### src/rtl/ham_pkg.sv
// Shared definitions for the Hamming-distance arbiter slice.
package ham_pkg;

  localparam int HAM_W    = 32;
  localparam int HAM_CW   = 6;
  localparam int HAM_NREQ = 4;
  localparam int HAM_IDW  = $clog2(HAM_NREQ);

  typedef enum logic [1:0] {
    IDLE = 2'd0,
    CALC = 2'd1,
    HOLD = 2'd2
  } ham_state_t;

  typedef logic [HAM_IDW-1:0] ham_id_t;

endpackage

### src/rtl/ham_dist_arbiter_popcount.sv
// Shared 32-bit popcount adder tree (purely combinational, five levels).
module ham_popcount32
  import ham_pkg::*;
(
  input  logic [HAM_W-1:0]  x,
  output logic [HAM_CW-1:0] cnt
);

  logic [1:0] l1 [16];
  logic [2:0] l2 [8];
  logic [3:0] l3 [4];
  logic [4:0] l4 [2];

  // Pairwise reduction: 32 bits -> 16 x 2b -> 8 x 3b -> 4 x 4b -> 2 x 5b -> 6b.
  always_comb begin
    for (int i = 0; i < 16; i++) l1[i] = {1'b0, x[2*i]} + {1'b0, x[2*i+1]};
    for (int i = 0; i < 8; i++)  l2[i] = {1'b0, l1[2*i]} + {1'b0, l1[2*i+1]};
    for (int i = 0; i < 4; i++)  l3[i] = {1'b0, l2[2*i]} + {1'b0, l2[2*i+1]};
    for (int i = 0; i < 2; i++)  l4[i] = {1'b0, l3[2*i]} + {1'b0, l3[2*i+1]};
    cnt = {1'b0, l4[0]} + {1'b0, l4[1]};
  end

endmodule

### src/rtl/ham_dist_arbiter_rr.sv
// Round-robin arbiter: searches upward from ptr+1 (mod NREQ) for the first
// active request and returns a one-hot grant plus its encoded index.
module rr_arbiter #(
  parameter int NREQ = 4,
  parameter int IDW  = $clog2(NREQ)
) (
  input  logic [NREQ-1:0] req,
  input  logic [IDW-1:0]  ptr,
  output logic [NREQ-1:0] gnt,
  output logic [IDW-1:0]  idx,
  output logic            any
);

  // One spare bit so ptr+k never overflows before the modulo fold.
  logic [IDW:0] cand;

  // Priority scan starting just after the last served requester.
  always_comb begin
    gnt  = '0;
    idx  = '0;
    any  = 1'b0;
    cand = '0;
    for (int k = 1; k <= NREQ; k++) begin
      cand = {1'b0, ptr} + (IDW+1)'(k);
      if (cand >= (IDW+1)'(NREQ)) begin
        cand = cand - (IDW+1)'(NREQ);
      end
      if (!any && req[cand[IDW-1:0]]) begin
        any                 = 1'b1;
        gnt[cand[IDW-1:0]]  = 1'b1;
        idx                 = cand[IDW-1:0];
      end
    end
  end

endmodule

### src/rtl/ham_dist_arbiter.sv
// Round-robin front end for a single shared 32-bit popcount datapath.
// Grants one requester, registers A^B, returns popcount(A^B) with the ID.
module ham_dist_arbiter
  import ham_pkg::*;
#(
  parameter int NREQ = 4,
  parameter int W    = 32,          // shared datapath is fixed at 32 bits
  parameter int CW   = $clog2(W+1),
  parameter int IDW  = $clog2(NREQ)
) (
  input  logic              clk,
  input  logic              rst_n,
  input  logic [NREQ-1:0]   req_valid,
  input  logic [NREQ*W-1:0] req_a,
  input  logic [NREQ*W-1:0] req_b,
  output logic [NREQ-1:0]   req_ready,
  output logic              rsp_valid,
  output logic [IDW-1:0]    rsp_id,
  output logic [CW-1:0]     rsp_weight,
  input  logic              rsp_ready,
  output logic              busy
);

  ham_state_t          state;
  logic [W-1:0]        opx;
  logic [IDW-1:0]      id_q;
  logic [IDW-1:0]      rr_ptr;
  logic [NREQ-1:0]     gnt;
  logic [IDW-1:0]      gnt_idx;
  logic                gnt_any;
  logic [W-1:0]        xor_sel;
  logic [HAM_CW-1:0]   pc;

  rr_arbiter #(
    .NREQ (NREQ),
    .IDW  (IDW)
  ) u_arb (
    .req (req_valid),
    .ptr (rr_ptr),
    .gnt (gnt),
    .idx (gnt_idx),
    .any (gnt_any)
  );

  // Grants are only visible while waiting for work; gnt is already gated by req_valid.
  assign req_ready = (state == IDLE) ? gnt : '0;

  // One-hot mux of the granted operand pair, XORed ahead of the capture register.
  always_comb begin
    xor_sel = '0;
    for (int i = 0; i < NREQ; i++) begin
      if (gnt[i]) xor_sel = req_a[i*W +: W] ^ req_b[i*W +: W];
    end
  end

  // Shared adder tree sits between the opx register and the rsp_weight register.
  ham_popcount32 u_pc (
    .x   (opx),
    .cnt (pc)
  );

  // Control FSM with registered response outputs: IDLE -> CALC -> HOLD -> IDLE.
  always_ff @(posedge clk or negedge rst_n) begin
    if (!rst_n) begin
      state      <= IDLE;
      opx        <= '0;
      id_q       <= '0;
      rsp_valid  <= 1'b0;
      rsp_id     <= '0;
      rsp_weight <= '0;
      busy       <= 1'b0;
      rr_ptr     <= IDW'(NREQ-1);
    end else begin
      case (state)
        // accept edge: operands sampled here only
        IDLE: begin
          if (gnt_any) begin
            opx   <= xor_sel;
            id_q  <= gnt_idx;
            busy  <= 1'b1;
            state <= CALC;
          end
        end
        // opx -> popcount -> response register
        CALC: begin
          rsp_weight <= CW'(pc);
          rsp_id     <= id_q;
          rsp_valid  <= 1'b1;
          state      <= HOLD;
        end
        // response held until consumed; pointer advances only on handshake
        HOLD: begin
          if (rsp_ready) begin
            rsp_valid <= 1'b0;
            rr_ptr    <= id_q;
            busy      <= 1'b0;
            state     <= IDLE;
          end
        end
        default: begin
          rsp_valid <= 1'b0;
          busy      <= 1'b0;
          state     <= IDLE;
        end
      endcase
    end
  end

endmodule

### config.mk
export PLATFORM = sky130hd
export DESIGN_NAME = ham_dist_arbiter
export DESIGN_NICKNAME = d
export VERILOG_FILES = /design/src/rtl/ham_pkg.sv /design/src/rtl/ham_dist_arbiter_popcount.sv /design/src/rtl/ham_dist_arbiter_rr.sv /design/src/rtl/ham_dist_arbiter.sv
export SDC_FILE = /design/constraint.sdc
export NUM_CORES = 1
export LEC_CHECK = 0
export ABC_CLOCK_PERIOD_IN_PS = 10800
export CAP_MARGIN = 0
export CELL_PAD_IN_SITES_DETAIL_PLACEMENT = 1
export CELL_PAD_IN_SITES_GLOBAL_PLACEMENT = 2
export CORE_ASPECT_RATIO = 0.75
export CORE_MARGIN = 2
export CORE_UTILIZATION = 25
export DETAILED_ROUTE_END_ITERATION = 6
export PLACE_DENSITY_LB_ADDON = 0.1
export RECOVER_POWER = 25
export SKIP_LAST_GASP = 1
export SLEW_MARGIN = 10
export SYNTH_ARGS = -nofsm -noshare
export SYNTH_HDL_FRONTEND = slang
export SYNTH_SLANG_ARGS = --single-unit
### constraint.sdc
create_clock -name clk -period 10.8 [get_ports clk]
set_clock_uncertainty 0.15 [all_clocks]
set_input_delay 2.16 -clock clk [delete_from_list [all_inputs] [get_ports clk]]
set_output_delay 2.16 -clock clk [all_outputs]
set_load 0.005 [all_outputs]
==> reports/qor.txt <==
DRT Pass-1 Iters: 4
YS warnings: 0
Routed Wire Length: 19.19 mm
Clock-pin slew on the worst setup and hold paths: 0.06 ns
Site row count: 46
IO Pins: 277
Largest family of logic cells by synthesized area: compound AO/OA/AOI/OAI gates
Postcts setup bufs: 0
Final hold vios: 0
Max-Cap Viols: 1
Diodes inserted: 0
Rel. slew slack: -28.15%
Synth unique cells: 50
Final period util: 69.09%
Largest net degree at the start of global routing: 49
Setup_tns: 0 ns
Vias: 5,029
Root Driver: clkbuf_16
Synth-to-layout area growth: 58.44%
Die Height: 130.8 µm
Synth async-reset ratio: 100.0%
Outcome: finished, violations left
# hold bufs at CTS: 0
FMAX: 134.0 MHz
Mapped Area: 5356 µm²
GR Overflow Total: 0
Post-Syn Area per Cell: 9.582 µm²
GR Util All Layers: 16.97%
# setup viols final: 0
Number of port buffers: 276
CTS max path bufs: 2
Final worst slack: 3.338 ns
Avg WL per Cell: 17.46 µm
Worst skew pair latency: 0.29 ns
Hold crit path type: reg2reg
Post-synth EDFFs: 0
Top area cells in the synthesized netlist: dfrtp_1 21%, xnor2_1 20%, fa_1 9.0%, o221ai_2 8.4%, a221o_1 6.4%
Xor/xnor share of the synthesized area: 21.58%
Chip Width: 173.0 µm
GP Congestion: 0.7687
WS Path Type: in2out
Final ANT Viol Nets: 0
Main synth FF type: dfrtp_1
CTS tree: built
Post-synth top area share: 21.49%
Dpl ws: 3.319 ns
DRC viols: 0
Post-synthesis mux area share: 3.317%
Top cells by count, synth: 120 x xnor2_1, 53 x inv_1, 48 x nor2_1, 46 x dfrtp_1, 38 x a21oi_1
Initial antenna violation count: 1
CP endpoint kind: output pin
Seq/Total Area, Yosys: 22.47%
Most area-hungry cell type in the Yosys netlist: dfrtp_1
First-pass GRT wire length: 30.36 mm
Share of layout cells above drive strength 1: 8.385%
Violated checks: max-capacitance violations, max-slew violations
Adder-cell area share of the yosys netlist: 12.24%
Critical path required time: 8.49 ns
Synth Area in Simple Gates: 9.274%
Synth Instances: 559
Initial core utilization: 25.43%
Die area: 22,630 µm²
Startpoint types: input port
Highest net fanout along the worst path: 33
Slew @ Worst Pin: 1.922 ns
Syn nets: 860
Post-CTS Resized: 0
H-tree levels: 2
Area after DPL: 8302 µm²
Drt initial violations: 95
RSZ-0062 raised after global routing: false
Core ar.: 21,070 µm²
Most common cell in the netlist: xnor2_1
Number of nets in the layout: 1,111
Vias in the first global route: 5,655
Via-to-Cell Ratio: 4.576
Arr. time, crit path: 5.15 ns
Post-DP HPWL: 15.57 mm
Final instance area: 8487 µm²
Fin crit period: 7.462 ns
Synth Area in Compound Gates: 23.38%
CTS Buf Count: 5
Num Clock Sinks: 48
Post-synthesis register bit count: 48
Final Max Tran Viols: 35
per-stage QoR:
step	cells	util, %	hold slack (ns)
2_1_floorplan	559	-	0.3137
3_3_place_gp	1090	39.41	0.3132
3_5_place_dp	1090	39.41	0.3188
4_1_cts	1098	40.28	0.3339
5_1_grt	1099	40.29	0.3723
6_report	1099	40.29	0.3288
critical path, cell delays in order:
cell	delay [ns]
clkdlybuf4s50_1	0.67
mux4_2	0.68
a221o_1	0.34
a21oi_2	0.13
o21a_4	0.58
nor3_1	0.09
clkdlybuf4s50_1	0.49
registers in the layout, summed over array words and instances (netlist names):
register / flops
busy: 1
id_q: 2
opx: 32
rr_ptr: 2
rsp_id: 2
rsp_valid: 1
rsp_weight: 6
state: 2
cells by family after synthesis:
logic type / Yosys count
and+or+nand+nor: 103
adders and majority gates: 38
muxes: 13
DFF: 48
buffers and inverters: 90
AOI/OAI and AO/OA: 135
xor gates and xnor gates: 132
worst paths after layout:
path,start,to,slack [ns],cells after the start
min in group asynchronous,rst_n,rsp_id[1]$_DFFE_PN0P_,1.78,1
max in group asynchronous,rst_n,opx[28]$_DFFE_PN0P_,6.46,2
min reg2reg,rsp_valid$_DFFE_PN0P_,rsp_valid$_DFFE_PN0P_,0.33,1
min,rsp_valid$_DFFE_PN0P_,rsp_valid$_DFFE_PN0P_,0.33,1
max reg2reg,opx[17]$_DFFE_PN0P_,rsp_weight[5]$_DFFE_PN0P_,5.76,16
max,req_valid[2],req_ready[1],3.34,7
per-layer routing:
layer	track usage, %	wire, µm	vias up
li1	-	-	2440
met2	30.49	9524	162
met3	3.646	1024	8
met4	1.944	95	2
met5	0	13	-
met1	21.75	8536	2417
cell type report:
| class | count | area (µm²) |
|---|---|---|
| flip-flops and latches | 48 | 1204 |
| clock inverters | 1 | 30.03 |
| inverters | 53 | 198.9 |
| multi-input cells | 421 | 3751 |
| fillers | 2425 | 12580 |
| clock buffers | 7 | 152.6 |
| well taps | 288 | 360.3 |
| repair buffers | 281 | 2790 |
placed cells by master (no fill, tap or decap), drive strengths merged, types with 2 or more instances in the layout:
cell type,count
xor2,12
buf,4
mux2i,2
fa,24
o21ai,13
clkdlybuf4s50,275
nand3,3
clkbuf,9
dfrtp,46
inv,53
a21oi,39
o21bai,2
nor2,48
nand2,17
and3,10
xnor2,120
mux2,8
a21o,3
nor2b,3
or3,2
a221o,34
mux4,3
o21a,3
dfstp,2
or3b,2
o31ai,2
ha,14
nand3b,5
nor3,4
nand2b,4
o22ai,2
o221ai,32
and2,3
Power is not shown: default switching activity piles up to over one toggle a cycle in this logic, so the estimate is an artifact.
